`config.mk`:
```
export PLATFORM = sky130hd
export DESIGN_NAME = line_render_scheduler_flat
export DESIGN_NICKNAME = d
export VERILOG_FILES = /design/src/rtl/line_render_scheduler_if.sv /design/src/rtl/line_render_scheduler.sv /design/src/flat_wrapper.sv
export SDC_FILE = /design/constraint.sdc
export NUM_CORES = 1
export LEC_CHECK = 0
export BUFFER_PORTS_ARGS = -buffer_cell sky130_fd_sc_hd__buf_2
export CELL_PAD_IN_SITES_DETAIL_PLACEMENT = 1
export CELL_PAD_IN_SITES_GLOBAL_PLACEMENT = 1
export CORE_MARGIN = 2
export CORE_UTILIZATION = 39
export CTS_CLUSTER_DIAMETER = 30
export CTS_CLUSTER_SIZE = 8
export DETAILED_ROUTE_END_ITERATION = 6
export GPL_ROUTABILITY_DRIVEN = 0
export PLACE_DENSITY = 0.87
export SYNTH_ARGS = -nofsm -noshare
export SYNTH_HDL_FRONTEND = slang
export SYNTH_SLANG_ARGS = --single-unit
```
`constraint.sdc`:
```
create_clock -name clk -period 2.95 [get_ports clk]
set_input_delay 0.295 -clock clk [delete_from_list [all_inputs] [get_ports clk]]
set_output_delay 0.295 -clock clk [all_outputs]
set_load 0.03 [all_outputs]
```
`src/rtl/line_render_scheduler_if.sv`:
```
// Composer/renderer handshake bundle for line_render_scheduler.
// Optional RENDER_STATS_EN adds max_busy_cycles to the bundle.
interface line_render_scheduler_if;
  logic       line_render_start;
  logic [8:0] line_idx;
  logic       sprites_enabled;
  logic       layer0_enabled;
  logic       layer1_enabled;
  logic       sprite_done;
  logic       layer0_done;
  logic       layer1_done;
  logic       err_clear;
  logic [8:0] render_line_idx;
  logic       sprite_start;
  logic       layer0_start;
  logic       layer1_start;
  logic       render_abort;
  logic [1:0] vram_owner;
  logic       lb_wr_bank;
  logic       lb_rd_bank;
  logic       busy;
  logic       overrun;
  logic       timeout_err;
  logic [7:0] overrun_count;
`ifdef RENDER_STATS_EN
  logic [15:0] max_busy_cycles;
`endif

  modport master (
    output line_render_start, line_idx, sprites_enabled, layer0_enabled, layer1_enabled,
           sprite_done, layer0_done, layer1_done, err_clear,
    input  render_line_idx, sprite_start, layer0_start, layer1_start, render_abort,
           vram_owner, lb_wr_bank, lb_rd_bank, busy, overrun, timeout_err, overrun_count
`ifdef RENDER_STATS_EN
    , input max_busy_cycles
`endif
  );

  modport slave (
    input  line_render_start, line_idx, sprites_enabled, layer0_enabled, layer1_enabled,
           sprite_done, layer0_done, layer1_done, err_clear,
    output render_line_idx, sprite_start, layer0_start, layer1_start, render_abort,
           vram_owner, lb_wr_bank, lb_rd_bank, busy, overrun, timeout_err, overrun_count
`ifdef RENDER_STATS_EN
    , output max_busy_cycles
`endif
  );
endinterface

```
`src/rtl/line_render_scheduler.sv`:
```
// Per-line renderer sequencer: bank swap, SPR->L0->L1 VRAM grants, watchdog and overrun tracking.
// Optional feature macro RENDER_STATS_EN adds the max_busy_cycles statistic.
module line_render_scheduler #(
  parameter int TIMEOUT_CYCLES = 1600
) (
  input logic                    clk,
  input logic                    rst_n,
  line_render_scheduler_if.slave bus
);
  localparam int WD_W = $clog2(TIMEOUT_CYCLES);

  typedef enum logic [2:0] {IDLE, SPR, L0, L1, ABORT} state_t;

  state_t          state_q, state_d;
  state_t          resume_q, resume_d;  // where ABORT continues from; IDLE means restart the line
  logic [WD_W-1:0] wd_q, wd_d;
  logic            bank_q;
  logic [8:0]      idx_q;
  logic            spr_start_q, l0_start_q, l1_start_q, abort_q;
  logic            overrun_q, timeout_q;
  logic [7:0]      ovr_cnt_q;
  logic            ovr_evt, to_evt, done_act, renderer, terminal;

  function automatic state_t next_after(input state_t s, input logic en_s, en_0, en_1);
    state_t n;
    n = IDLE;
    case (s)
      IDLE:    n = en_s ? SPR : en_0 ? L0 : en_1 ? L1 : IDLE;
      SPR:     n = en_0 ? L0 : en_1 ? L1 : IDLE;
      L0:      n = en_1 ? L1 : IDLE;
      default: n = IDLE;
    endcase
    return n;
  endfunction

  always_comb begin
    // NOTE: every signal gets a default before any branch so no latch can be inferred.
    state_d  = state_q;
    resume_d = resume_q;
    ovr_evt  = 1'b0;
    to_evt   = 1'b0;
    done_act = 1'b0;
    renderer = state_q inside {SPR, L0, L1};
    case (state_q)
      SPR:     done_act = bus.sprite_done;
      L0:      done_act = bus.layer0_done;
      L1:      done_act = bus.layer1_done;
      default: done_act = 1'b0;
    endcase
    terminal = renderer && (wd_q == WD_W'(TIMEOUT_CYCLES - 1));

    if (bus.line_render_start && state_q != IDLE) begin
      ovr_evt  = 1'b1;
      state_d  = ABORT;
      resume_d = IDLE;
    end else begin
      case (state_q)
        IDLE: if (bus.line_render_start)
          state_d = next_after(IDLE, bus.sprites_enabled, bus.layer0_enabled, bus.layer1_enabled);
        SPR, L0, L1: begin
          if (done_act) begin
            state_d = next_after(state_q, bus.sprites_enabled, bus.layer0_enabled, bus.layer1_enabled);
          end else if (terminal) begin
            to_evt   = 1'b1;
            state_d  = ABORT;
            resume_d = state_q;
          end
        end
        ABORT:   state_d = next_after(resume_q, bus.sprites_enabled, bus.layer0_enabled, bus.layer1_enabled);
        default: state_d = IDLE;
      endcase
    end

    // Staying in the same renderer keeps counting; any transition clears the watchdog.
    wd_d = '0;
    if (renderer && state_d == state_q) wd_d = wd_q + WD_W'(1);
  end

  always_ff @(posedge clk) begin
    // NOTE: sequential state uses non-blocking assignments only, so every register sees pre-edge values.
    if (!rst_n) begin
      state_q     <= IDLE;
      resume_q    <= IDLE;
      wd_q        <= '0;
      bank_q      <= 1'b0;
      idx_q       <= '0;
      spr_start_q <= 1'b0;
      l0_start_q  <= 1'b0;
      l1_start_q  <= 1'b0;
      abort_q     <= 1'b0;
      overrun_q   <= 1'b0;
      timeout_q   <= 1'b0;
      ovr_cnt_q   <= '0;
    end else begin
      state_q     <= state_d;
      resume_q    <= resume_d;
      wd_q        <= wd_d;
      spr_start_q <= (state_d == SPR) && (state_q != SPR);
      l0_start_q  <= (state_d == L0) && (state_q != L0);
      l1_start_q  <= (state_d == L1) && (state_q != L1);
      abort_q     <= ovr_evt || to_evt;
      if (bus.line_render_start) begin
        bank_q <= ~bank_q;
        idx_q  <= bus.line_idx;
      end
      // A setting event in the clear cycle wins over the clear.
      if (bus.err_clear) begin
        overrun_q <= ovr_evt;
        timeout_q <= to_evt;
        ovr_cnt_q <= {7'd0, ovr_evt};
      end else begin
        if (ovr_evt) begin
          overrun_q <= 1'b1;
          if (ovr_cnt_q != 8'hFF) ovr_cnt_q <= ovr_cnt_q + 8'd1;
        end
        if (to_evt) timeout_q <= 1'b1;
      end
    end
  end

  assign bus.render_line_idx = idx_q;
  assign bus.sprite_start    = spr_start_q;
  assign bus.layer0_start    = l0_start_q;
  assign bus.layer1_start    = l1_start_q;
  assign bus.render_abort    = abort_q;
  assign bus.vram_owner      = (state_q == SPR) ? 2'd1 :
                               (state_q == L0)  ? 2'd2 :
                               (state_q == L1)  ? 2'd3 : 2'd0;
  assign bus.lb_wr_bank      = bank_q;
  assign bus.lb_rd_bank      = ~bank_q;
  assign bus.busy            = (state_q != IDLE);
  assign bus.overrun         = overrun_q;
  assign bus.timeout_err     = timeout_q;
  assign bus.overrun_count   = ovr_cnt_q;

`ifdef RENDER_STATS_EN
  logic [15:0] seq_cnt_q, max_q, seq_len;
  logic        tainted_q;

  assign seq_len = (seq_cnt_q == 16'hFFFF) ? 16'hFFFF : seq_cnt_q + 16'd1;

  always_ff @(posedge clk) begin
    if (!rst_n) begin
      seq_cnt_q <= '0;
      max_q     <= '0;
      tainted_q <= 1'b0;
    end else begin
      if (state_q == IDLE) begin
        seq_cnt_q <= '0;
        tainted_q <= 1'b0;
      end else begin
        seq_cnt_q <= seq_len;
        if (ovr_evt) tainted_q <= 1'b1;
      end
      // Overrun-aborted sequences never reach this update because tainted_q is already set.
      if (bus.err_clear) max_q <= '0;
      else if (state_q != IDLE && state_d == IDLE && !tainted_q && seq_len > max_q) max_q <= seq_len;
    end
  end

  assign bus.max_busy_cycles = max_q;
`endif
endmodule

```
`src/flat_wrapper.sv`:
```
// flat-port wrapper written by rule: the top's interface ports become plain ports
module line_render_scheduler_flat 
#(
  parameter int TIMEOUT_CYCLES = 1600
)
  (clk, rst_n, bus_line_render_start, bus_line_idx, bus_sprites_enabled, bus_layer0_enabled, bus_layer1_enabled, bus_sprite_done, bus_layer0_done, bus_layer1_done, bus_err_clear, bus_render_line_idx, bus_sprite_start, bus_layer0_start, bus_layer1_start, bus_render_abort, bus_vram_owner, bus_lb_wr_bank, bus_lb_rd_bank, bus_busy, bus_overrun, bus_timeout_err, bus_overrun_count);
  line_render_scheduler_if bus_i ();
  input logic clk;
  input logic rst_n;
  input wire logic [$bits(bus_i.line_render_start)-1:0] bus_line_render_start;
  input wire logic [$bits(bus_i.line_idx)-1:0] bus_line_idx;
  input wire logic [$bits(bus_i.sprites_enabled)-1:0] bus_sprites_enabled;
  input wire logic [$bits(bus_i.layer0_enabled)-1:0] bus_layer0_enabled;
  input wire logic [$bits(bus_i.layer1_enabled)-1:0] bus_layer1_enabled;
  input wire logic [$bits(bus_i.sprite_done)-1:0] bus_sprite_done;
  input wire logic [$bits(bus_i.layer0_done)-1:0] bus_layer0_done;
  input wire logic [$bits(bus_i.layer1_done)-1:0] bus_layer1_done;
  input wire logic [$bits(bus_i.err_clear)-1:0] bus_err_clear;
  output wire logic [$bits(bus_i.render_line_idx)-1:0] bus_render_line_idx;
  output wire logic [$bits(bus_i.sprite_start)-1:0] bus_sprite_start;
  output wire logic [$bits(bus_i.layer0_start)-1:0] bus_layer0_start;
  output wire logic [$bits(bus_i.layer1_start)-1:0] bus_layer1_start;
  output wire logic [$bits(bus_i.render_abort)-1:0] bus_render_abort;
  output wire logic [$bits(bus_i.vram_owner)-1:0] bus_vram_owner;
  output wire logic [$bits(bus_i.lb_wr_bank)-1:0] bus_lb_wr_bank;
  output wire logic [$bits(bus_i.lb_rd_bank)-1:0] bus_lb_rd_bank;
  output wire logic [$bits(bus_i.busy)-1:0] bus_busy;
  output wire logic [$bits(bus_i.overrun)-1:0] bus_overrun;
  output wire logic [$bits(bus_i.timeout_err)-1:0] bus_timeout_err;
  output wire logic [$bits(bus_i.overrun_count)-1:0] bus_overrun_count;
  assign bus_i.line_render_start = bus_line_render_start;
  assign bus_i.line_idx = bus_line_idx;
  assign bus_i.sprites_enabled = bus_sprites_enabled;
  assign bus_i.layer0_enabled = bus_layer0_enabled;
  assign bus_i.layer1_enabled = bus_layer1_enabled;
  assign bus_i.sprite_done = bus_sprite_done;
  assign bus_i.layer0_done = bus_layer0_done;
  assign bus_i.layer1_done = bus_layer1_done;
  assign bus_i.err_clear = bus_err_clear;
  assign bus_render_line_idx = bus_i.render_line_idx;
  assign bus_sprite_start = bus_i.sprite_start;
  assign bus_layer0_start = bus_i.layer0_start;
  assign bus_layer1_start = bus_i.layer1_start;
  assign bus_render_abort = bus_i.render_abort;
  assign bus_vram_owner = bus_i.vram_owner;
  assign bus_lb_wr_bank = bus_i.lb_wr_bank;
  assign bus_lb_rd_bank = bus_i.lb_rd_bank;
  assign bus_busy = bus_i.busy;
  assign bus_overrun = bus_i.overrun;
  assign bus_timeout_err = bus_i.timeout_err;
  assign bus_overrun_count = bus_i.overrun_count;
  line_render_scheduler #(.TIMEOUT_CYCLES(TIMEOUT_CYCLES)) u_core (.clk(clk), .rst_n(rst_n), .bus(bus_i));
endmodule
```
==> impl_metrics.csv, run 1 <==
group,metric,value,unit
pwr,power.total,1.29,mW
cells_and_area,antenna_cells,0,
drt,drc,0,
setup_path,critPathMaxStageDelay,0.72,ns
cells_and_area,fillerInstances,571,
clock_network,clock-sinks,41,
pwr,p_int,0.913,mW
setup_path,cp.arrival,2.54,ns
drt,antenna_left,0,
sta,fin_skew,0.00574,ns
pwr,p_leak,0.975,nW
die,die_area,5510,um^2
sta,clock.fmax,422,MHz
clock_network,numCtsBuffers,5,
sta,finalMaxSlewViolations,0,
global_route,gr-total-overflow,0,
setup_path,cpLargestDelayFamily,"compound AO/OA/AOI/OAI gates",
logic_synthesis,synthesis.area,1920,um^2
setup_path,slowest_stage,"o31ai_1",
logic_synthesis,synth_cells,206,
clock_network,clk_latency,0.29,ns
drt,wl_per_cell,14.2,um
run_status,status,"completed",
global_route,grtUsageMet2,0.315,
hold_path,hold_class,"in2reg",
setup_path,path_cells,"o31ai_1 > o21a_1 > a21boi_2 > mux2i_1 > buf_4 > nor3_1",
setup_path,worst_setup_path_start_kind,"flip-flop",
global_route,grt_use_total,0.183,
sta,rsz0062_at_grt,"false",
placement,io_buffers,46,
sta,slew_headroom,0.491,
pwr,power_density,553,nW/um^2
global_route,grt_pass1_wl,7800,um
pwr,switching_share,0.289,
setup_path,critPathCaptureType,"flip-flop",
logic_synthesis,syn_avg_cell_area,9.33,um^2
drt,drtPass1Iterations,4,
die,core-area,4720,um^2
clock_network,htree_levels,2,
clock_network,clk_pin_slew,0.07,ns
drt,drt-total-wl,4580,um
logic_synthesis,yosysWarnings,0,
logic_synthesis,ys_async_sr_fraction,0,
pwr,seqPwrFrac,0.467,
global_route,grt_max_degree,19,
global_route,busiest_layer,"met2",
cells_and_area,ff_latch_area,821,um^2
logic_synthesis,synth_edf_count,0,
pwr,ir_drop,0.000221,V
global_route,grt_pass1_vias,1735,
drt,viasPerCell,5.27,
sta,tightest_slew,0.757,ns
sta,whs,0.263,ns
die,die_h,74.2,um
clock_network,clock_path_buffers,2,
logic_synthesis,ys_seq_area_frac,0.427,
pwr,clockPowerShare,0.332,
pwr,p_sw,0.372,mW
die,die_x,74.2,um
logic_synthesis,synth_nets,227,
sta,finalSetupTns,0,ns
job,max-cap-violations,0,
clock_network,post_cts_buffers,0,
sta,hold_viol,0,
setup_path,crit_type,"reg2reg",
placement,hpwl,3390,um
die,rows,25,
logic_synthesis,ys_ff_latch,41,
setup_path,cp_max_fo,12,
logic_synthesis,synth_ff_type,"dfxtp_1",
global_route,grtUsageMet3,0.0461,
sta,timing.final.crit_share,0.803,
clock_network,cts_resized,0,
setup_path,critPathBufInv,1,
drt,drt-initial-drc-count,118,
global_route,use_met1,0.219,
cells_and_area,drive_gt1_frac,0.243,
pwr,combPwrFrac,0.201,
global_route,antenna_found_initial,0,
logic_synthesis,ys_types,52,
sta,setup_viol,0,
die,io_pins,47,
drt,num_vias,1697,
cells_and_area,nets,276,
clock_network,holdBufCountCts,0,
cells_and_area,area_growth,21.0,%
cells_and_area,multiInputGateArea,1040,um^2
sta,finalCriticalPeriod,2.37,ns
clock_network,cts_tree,"done",
setup_path,required,3.13,ns
clock_network,root_buffer,"clkbuf_8",
die,start_util,0.407,
-- metrics by stage --
stage,cells,setup WS (ns),instance area [um^2],util
detailed placement,315,0.661,2220,0.470
global placement,315,0.713,2220,0.470
floorplan,206,0.742,1920,-
global route,322,0.360,2330,0.492
CTS,322,0.569,2330,0.492
finish,322,0.582,2330,0.492
-- cell usage after synthesis (all sizes together) (3+ instances only) --
library cell  count  area (um^2)
nor4b             3         26.3
o21a              3         22.5
o21ai             5         25.0
buf               5         28.8
inv               7         26.3
nor2b            17          114
nor3             12         60.1
a32oi             3         33.8
a21oi             4         20.0
nor2             14         55.1
and3              4         25.0
mux2i            13          130
nand3             6         30.0
and2              3         18.8
xnor2             7         61.3
xor2              7         61.3
a21boi            3         26.3
nand2            13         48.8
dfxtp            41          821
nand2b            3         18.8
-- path summary, 6_finish.rpt --
| kind | startpoint | to | slack [ns] | cells after the start |
|---|---|---|---|---|
| worst min-delay path | bus_line_idx[3] | u_core.bus.render_line_idx[3] | 0.26 | 3 |
| worst max register to register | u_core.state_q[2] | u_core.wd_q[7] | 0.58 | 6 |
| worst max-delay path | u_core.state_q[2] | u_core.wd_q[7] | 0.58 | 6 |
| worst min register to register | u_core.bus.overrun | u_core.bus.overrun | 0.50 | 2 |
-- registers in the layout, summed over array words and instances, names as in the netlist --
signal / count
u_core.state_q: 3
u_core.wd_q: 11
u_core.bus.timeout_err: 1
u_core.bus.layer1_start: 1
u_core.bus.render_line_idx: 9
u_core.bus.sprite_start: 1
u_core.bus.render_abort: 1
u_core.bus.lb_wr_bank: 1
u_core.bus.overrun_count: 8
u_core.bus.layer0_start: 1
u_core.resume_q: 3
u_core.bus.overrun: 1
-- worst min-delay path, cell delays in order --
cell and delay (ns):
buf_2 0.08, mux2i_1 0.06, nor2b_1 0.09
-- metal layers --
layer,vias up,part of all wire
met5,-,0
met4,0,0.019
met3,10,0.045
met2,33,0.51
met1,827,0.42
li1,827,-
-- cells in the final DEF (no fill, tap or decap), types with 5 or more instances in the layout --
cell type | synthesis | layout
buf_2 | 2 | 46
dfxtp_1 | 41 | 41
nor2b_1 | 16 | 16
nor2_1 | 13 | 13
nand2_1 | 13 | 13
mux2i_1 | 13 | 13
nor3_1 | 12 | 12
inv_1 | 7 | 7
xor2_1 | 7 | 7
xnor2_1 | 7 | 7
nand3_1 | 6 | 6
o21ai_0 | 5 | 5
clkbuf_8 | 0 | 5
-- power by group through the flow --
stage,combinational (mW),clock [mW],sequential (mW)
2_1_floorplan,0.156,0,0.635
3_3_place_gp,0.249,0,0.611
3_5_place_dp,0.255,0,0.612
4_1_cts,0.260,0.439,0.600
5_1_grt,0.283,0.468,0.604
6_report,0.258,0.427,0.600
-- cell type report --
cell class	instances	share of cell area
multi-input cells	151	0.446
flip-flops and latches	41	0.353
repair buffers	49	0.109
well taps	67	0.0360
clock buffers	5	0.0296
clock inverters	2	0.0151
inverters	7	0.0113
-- logic make-up (layout without fill, tap and decap cells) --
group | Yosys count | after routing | share of synthesized area
compound gates | 33 | 33 | 0.132
flops | 41 | 41 | 0.427
buf+inv | 14 | 63 | 0.0326
mux | 13 | 13 | 0.0677
simple gates | 89 | 89 | 0.264
xor+xnor | 14 | 14 | 0.0638
fa+ha+maj | 2 | 2 | 0.0130
(Power assumes the default switching activity.)
==> run 2, diff against run 1 <==
Clock period 2.95 ns to 2.2 ns, I/O delays scaled along.
==> run 2 against run 1 <==
The run now ends with setup timing left. Clock skew rose by 0.0036 ns. Non-clock buffer count rose by 38. Total power rose by 48%. Die area did not move. Sequential power rose by 34%. Wire length rose by 34%. Count of clock-buffer cells in the layout rose by 1. Flip-flop and latch count did not move. Critical path type unchanged. Largest power group unchanged.
==> impl_metrics.csv, run 2 (synthesis results as in run 1) <==
group,metric,value,unit
setup_path,crit_path_end,"u_core.wd_q[2]",
die,io_pins,47,
global_route,antenna_found_initial,0,
cells_and_area,antenna_cells,0,
cells_and_area,area_growth,43.6,%
sta,worst_slack,-0.138,ns
die,die_h,74.2,um
placement,io_buffers,46,
cells_and_area,mostFrequentLayoutCells,"buf_2, dfxtp_1, buf_4",
sta,clock.fmax,428,MHz
drt,drc,0,
clock_network,clock_path_buffers,2,
placement,hpwl,3960,um
setup_path,startpoint,"u_core.wd_q[7]",
sta,hold_viol,0,
setup_path,r2r-start,"u_core.wd_q[7]",
cells_and_area,drive_gt1_frac,0.401,
run_status,status,"finished with violations",
cells_and_area,nets,314,
setup_path,r2r_slack,-0.14,ns
setup_path,critPathCaptureType,"flip-flop",
drt,drtPass1Iterations,4,
setup_path,crit_type,"reg2reg",
sta,whs,0.182,ns
drt,num_vias,1875,
job,max-cap-violations,0,
placement,place_inst,344,
sta,tightest_slew,0.449,ns
die,core-area,4720,um^2
setup_path,cp.arrival,2.55,ns
setup_path,cp_max_fo,4,
sta,finalCriticalPeriod,2.34,ns
drt,drt-total-wl,6130,um
sta,setup_viol,12,
drt,viasPerCell,5.19,
global_route,grt_pass1_wl,9070,um
run_status,violations,"setup timing",
clock_network,cts_tree,"done",
setup_path,r2r_cells,7,
setup_path,worst_setup_path_start_kind,"flip-flop",
setup_path,worstReg2RegEnd,"u_core.wd_q[2]",
pwr,p_leak,1.19,nW
pwr,power_density,691,nW/um^2
cells_and_area,largest-register,"u_core.wd_q",
global_route,grt_use_total,0.218,
drt,wl_per_cell,17.0,um
die,die_x,74.2,um
drt,antenna_left,0,
clock_network,numCtsBuffers,5,
cells_and_area,instances_no_fill,361,
clock_network,holdBufCountCts,0,
sta,timing.final.crit_share,1.06,
sta,rsz0062_at_grt,"true",
die,rows,25,
cells_and_area,largest_reg_flops,11,
clock_network,clk_pin_slew,0.08,ns
hold_path,hold_class,"in2reg",
clock_network,clock-sinks,41,
global_route,gr-total-overflow,0,
die,start_util,0.407,
global_route,grt_max_degree,18,
clock_network,root_buffer,"clkbuf_8",
clock_network,clk_latency,0.30,ns
sta,finalMaxSlewViolations,0,
cells_and_area,mostFrequentLayoutCell,"buf_2",
sta,fin_skew,0.00934,ns
drt,drt-initial-drc-count,66,
sta,slew_headroom,0.700,
die,die_area,5510,um^2
pwr,ir_drop,0.000342,V
setup_path,required,2.41,ns
clock_network,htree_levels,2,
global_route,grt_pass1_vias,1883,
run 2: cell count changes in the layout (fill, tap and decap cells not counted), moves of 2 or more:
cell	before	now
buf_4	3	37
buf_6	0	4
nor3_1	12	4
nor3_2	0	8
nor4b_1	3	0
nor4b_2	0	2
run 2: power by group:
group	switching [mW]	internal (mW)	total, mW
Sequential	0.0303	0.772	0.802
Combinational	0.292	0.202	0.495
Clock	0.268	0.341	0.609
Total	0.591	1.31	1.91
run 2: cell type report:
class	count	area (um^2)
Clock inverter	2	38.8
Sequential cell	41	821
Inverter	7	26.3
Multi-Input combinational cell	151	1160
Tap cell	67	83.8
Fill cell	545	1960
Timing Repair Buffer	87	553
Clock buffer	6	72.6
run 2: worst min-delay path by stage:
stage / startpoint / endpoint / slack (ns) / cells past startpoint
finish: bus_line_idx[3] / u_core.bus.render_line_idx[3] / 0.18 / 3
global route: bus_line_idx[0] / u_core.bus.render_line_idx[0] / 0.19 / 3
CTS: bus_line_idx[3] / u_core.bus.render_line_idx[3] / 0.18 / 3
detailed placement: bus_line_idx[0] / u_core.bus.render_line_idx[0] / 0.49 / 3
global placement: bus_line_idx[3] / u_core.bus.render_line_idx[3] / 0.48 / 3
floorplan: rst_n / u_core.bus.render_line_idx[0] / 0.35 / 1
run 2: what timing repair did:
action | CTS | global route
cloned | 0 | 1
setup buffers | 5 | 3
setup endpoints to repair | 12 | 16
pin swaps | 1 | 2
resized for setup | 13 | 13
run 2: layer usage:
layer  vias to the layer above  GRT usage  wire (um)
met5                         -          0          0
met4                         0     0.0990        186
met3                        17     0.0379        195
met2                        44      0.391       3200
met1                       902      0.251       2550
li1                        912          -          -
run 2: critical path, stage by stage, from the launching register on:
cell and delay (ns):
dfxtp_1 0.31, or4b_1 0.52, or4_4 0.47, a32oi_2 0.23
a21boi_2 0.12, mux2i_4 0.22, buf_4 0.17, nor3_1 0.21
run 2: through the flow:
stage	instance area (um^2)	utilization	TNS, ns	power, mW	setup slack [ns]
final	2760	0.584	-0.909	1.91	-0.138
after global routing	2760	0.584	-2.48	1.99	-0.284
after CTS	2660	0.563	-0.377	1.87	-0.0552
after detailed placement	2440	0.517	-5.45	1.21	-0.503
after global placement	2440	0.517	-3.61	1.20	-0.339
after floorplan	1920	-	0	1.06	0.0724
==> run 3, diff against run 2 <==
Settings changed: BUFFER_PORTS_ARGS -buffer_cell sky130_fd_sc_hd__buf_2 to -buffer_cell sky130_fd_sc_hd__buf_4.
==> run 3 against run 2 <==
The flow still finishes with violations (setup timing). Count of clock-buffer cells in the layout did not move. Combinational power rose by 16%. Total power rose by 5.8%. Cell count fell by 1.7%. Global-route usage fell by 0.70 points. Critical endpoint is now u_core.wd_q[10]. Highest routed layer unchanged.
==> impl_metrics.csv, run 3 (synthesis results as in run 1) <==
group,metric,value,unit
drt,num_vias,1862,
sta,slew_headroom,0.683,
sta,tightest_slew,0.471,ns
sta,finalMaxSlewViolations,0,
sta,hold_viol,0,
sta,finalSetupTns,-1.96,ns
cells_and_area,drive_gt1_frac,0.406,
clock_network,clock_path_buffers,2,
clock_network,root_buffer,"clkbuf_8",
cells_and_area,largest_reg_flops,11,
sta,whs,0.180,ns
setup_path,critPathBufInv,2,
setup_path,slowest_stage,"or4b_1",
clock_network,clk_pin_slew,0.08,ns
global_route,grt_pass1_wl,8880,um
setup_path,crit_type,"reg2reg",
setup_path,worst_setup_path_start_kind,"flip-flop",
global_route,gr-total-overflow,0,
cells_and_area,mostFrequentLayoutCell,"buf_4",
clock_network,clock-sinks,41,
pwr,ir_drop,0.000353,V
run_status,status,"finished with violations",
cells_and_area,fillerInstances,528,
clock_network,holdBufCountCts,0,
cells_and_area,final_core_util,0.615,
clock_network,clk_latency,0.30,ns
die,die_area,5510,um^2
setup_path,cp_max_fo,5,
cells_and_area,mostFrequentLayoutCells,"buf_4, dfxtp_1, nor2b_1",
setup_path,cp.arrival,2.59,ns
drt,drt-initial-drc-count,48,
cells_and_area,antenna_cells,0,
sta,setup_viol,15,
setup_path,critPathCaptureType,"flip-flop",
global_route,grt_pass1_vias,1978,
setup_path,required,2.43,ns
sta,finalCriticalPeriod,2.36,ns
job,max-cap-violations,0,
drt,wl_met2,3240,um
drt,drt-total-wl,6370,um
placement,dp_slack,-0.403,ns
drt,routed.top_layer,"met4",
setup_path,path_cells,"or4b_1 > or4_4 > buf_6 > a32oi_4 > a21boi_4 > mux2i_4 > clkbuf_16 > nor3_2",
sta,clock.fmax,423,MHz
drt,antenna_left,0,
hold_path,hold_class,"in2reg",
drt,wl_met1,2710,um
sta,timing.final.crit_share,1.07,
sta,worst_slack,-0.162,ns
die,io_pins,47,
drt,wl_met3,225,um
global_route,antenna_found_initial,0,
global_route,grt_max_degree,19,
drt,drtPass1Iterations,4,
die,rows,25,
clock_network,cts_tree,"done",
sta,fin_skew,0.00515,ns
placement,hpwl,3900,um
drt,viasPerCell,5.25,
pwr,power_density,694,nW/um^2
global_route,grt_use_total,0.211,
setup_path,cpLargestDelayFamily,"simple AND/OR/NAND/NOR gates",
sta,rsz0062_at_grt,"true",
pwr,p_leak,1.24,nW
die,core-area,4720,um^2
clock_network,numCtsBuffers,5,
cells_and_area,largest-register,"u_core.wd_q",
drt,drc,0,
die,die_x,74.2,um
die,die_h,74.2,um
cells_and_area,area_growth,51.1,%
placement,io_buffers,46,
cells_and_area,nets,308,
drt,wl_per_cell,18.0,um
clock_network,htree_levels,2,
run_status,violations,"setup timing",
die,start_util,0.407,
setup_path,critPathMaxStageDelay,0.51,ns
[run 3: what timing repair did]
item,4_1_cts,5_1_grt
pin swaps,0,2
buffers inserted,1,2
endpoints found under the setup margin,11,17
cloned,1,1
gates resized for setup,10,24
[run 3: cell type report]
type                       count  area, um^2  area share
multi-input combinational    151        1200       0.414
inverter                       7        26.3     0.00905
timing repair buffer          81         649       0.224
clock inverter                 2        37.5      0.0129
tap                           67        83.8      0.0289
clock buffer                   6        82.6      0.0284
sequential                    41         823       0.283
[run 3: final timing paths]
kind,start,to,slack (ns),cells past startpoint
setup reg to reg,u_core.wd_q[7],u_core.wd_q[10],-0.16,8
hold reg to reg,u_core.bus.overrun,u_core.bus.overrun,0.50,2
hold / removal,bus_line_idx[5],u_core.bus.render_line_idx[5],0.18,3
setup / recovery,u_core.wd_q[7],u_core.wd_q[10],-0.16,8
[run 3: power breakdown]
part	leakage [nW]	switching [mW]	total (mW)	internal (mW)
Combinational	0.845	0.318	0.572	0.254
Clock	0.0574	0.271	0.640	0.369
Sequential	0.334	0.0315	0.804	0.773
Total	1.24	0.620	2.02	1.40
[run 3: worst reg2reg max path: stages, from the launching register on]
cell	delay, ns
dfxtp_1	0.33
or4b_1	0.51
or4_4	0.44
buf_6	0.14
a32oi_4	0.19
a21boi_4	0.11
mux2i_4	0.23
clkbuf_16	0.21
nor3_2	0.16
[run 3: layer usage]
layer / global-route usage / up-vias
met5: 0 / -
met4: 0.0808 / 0
met3: 0.0379 / 16
met2: 0.378 / 46
met1: 0.249 / 906
li1: - / 894
[run 3: stage by stage]
step	cell area (um^2)	cells	total power [mW]
6_report	2900	355	2.02
5_1_grt	2900	355	2.08
4_1_cts	2720	352	1.90
3_5_place_dp	2540	342	1.24
3_3_place_gp	2540	342	1.23
2_1_floorplan	1920	206	1.06
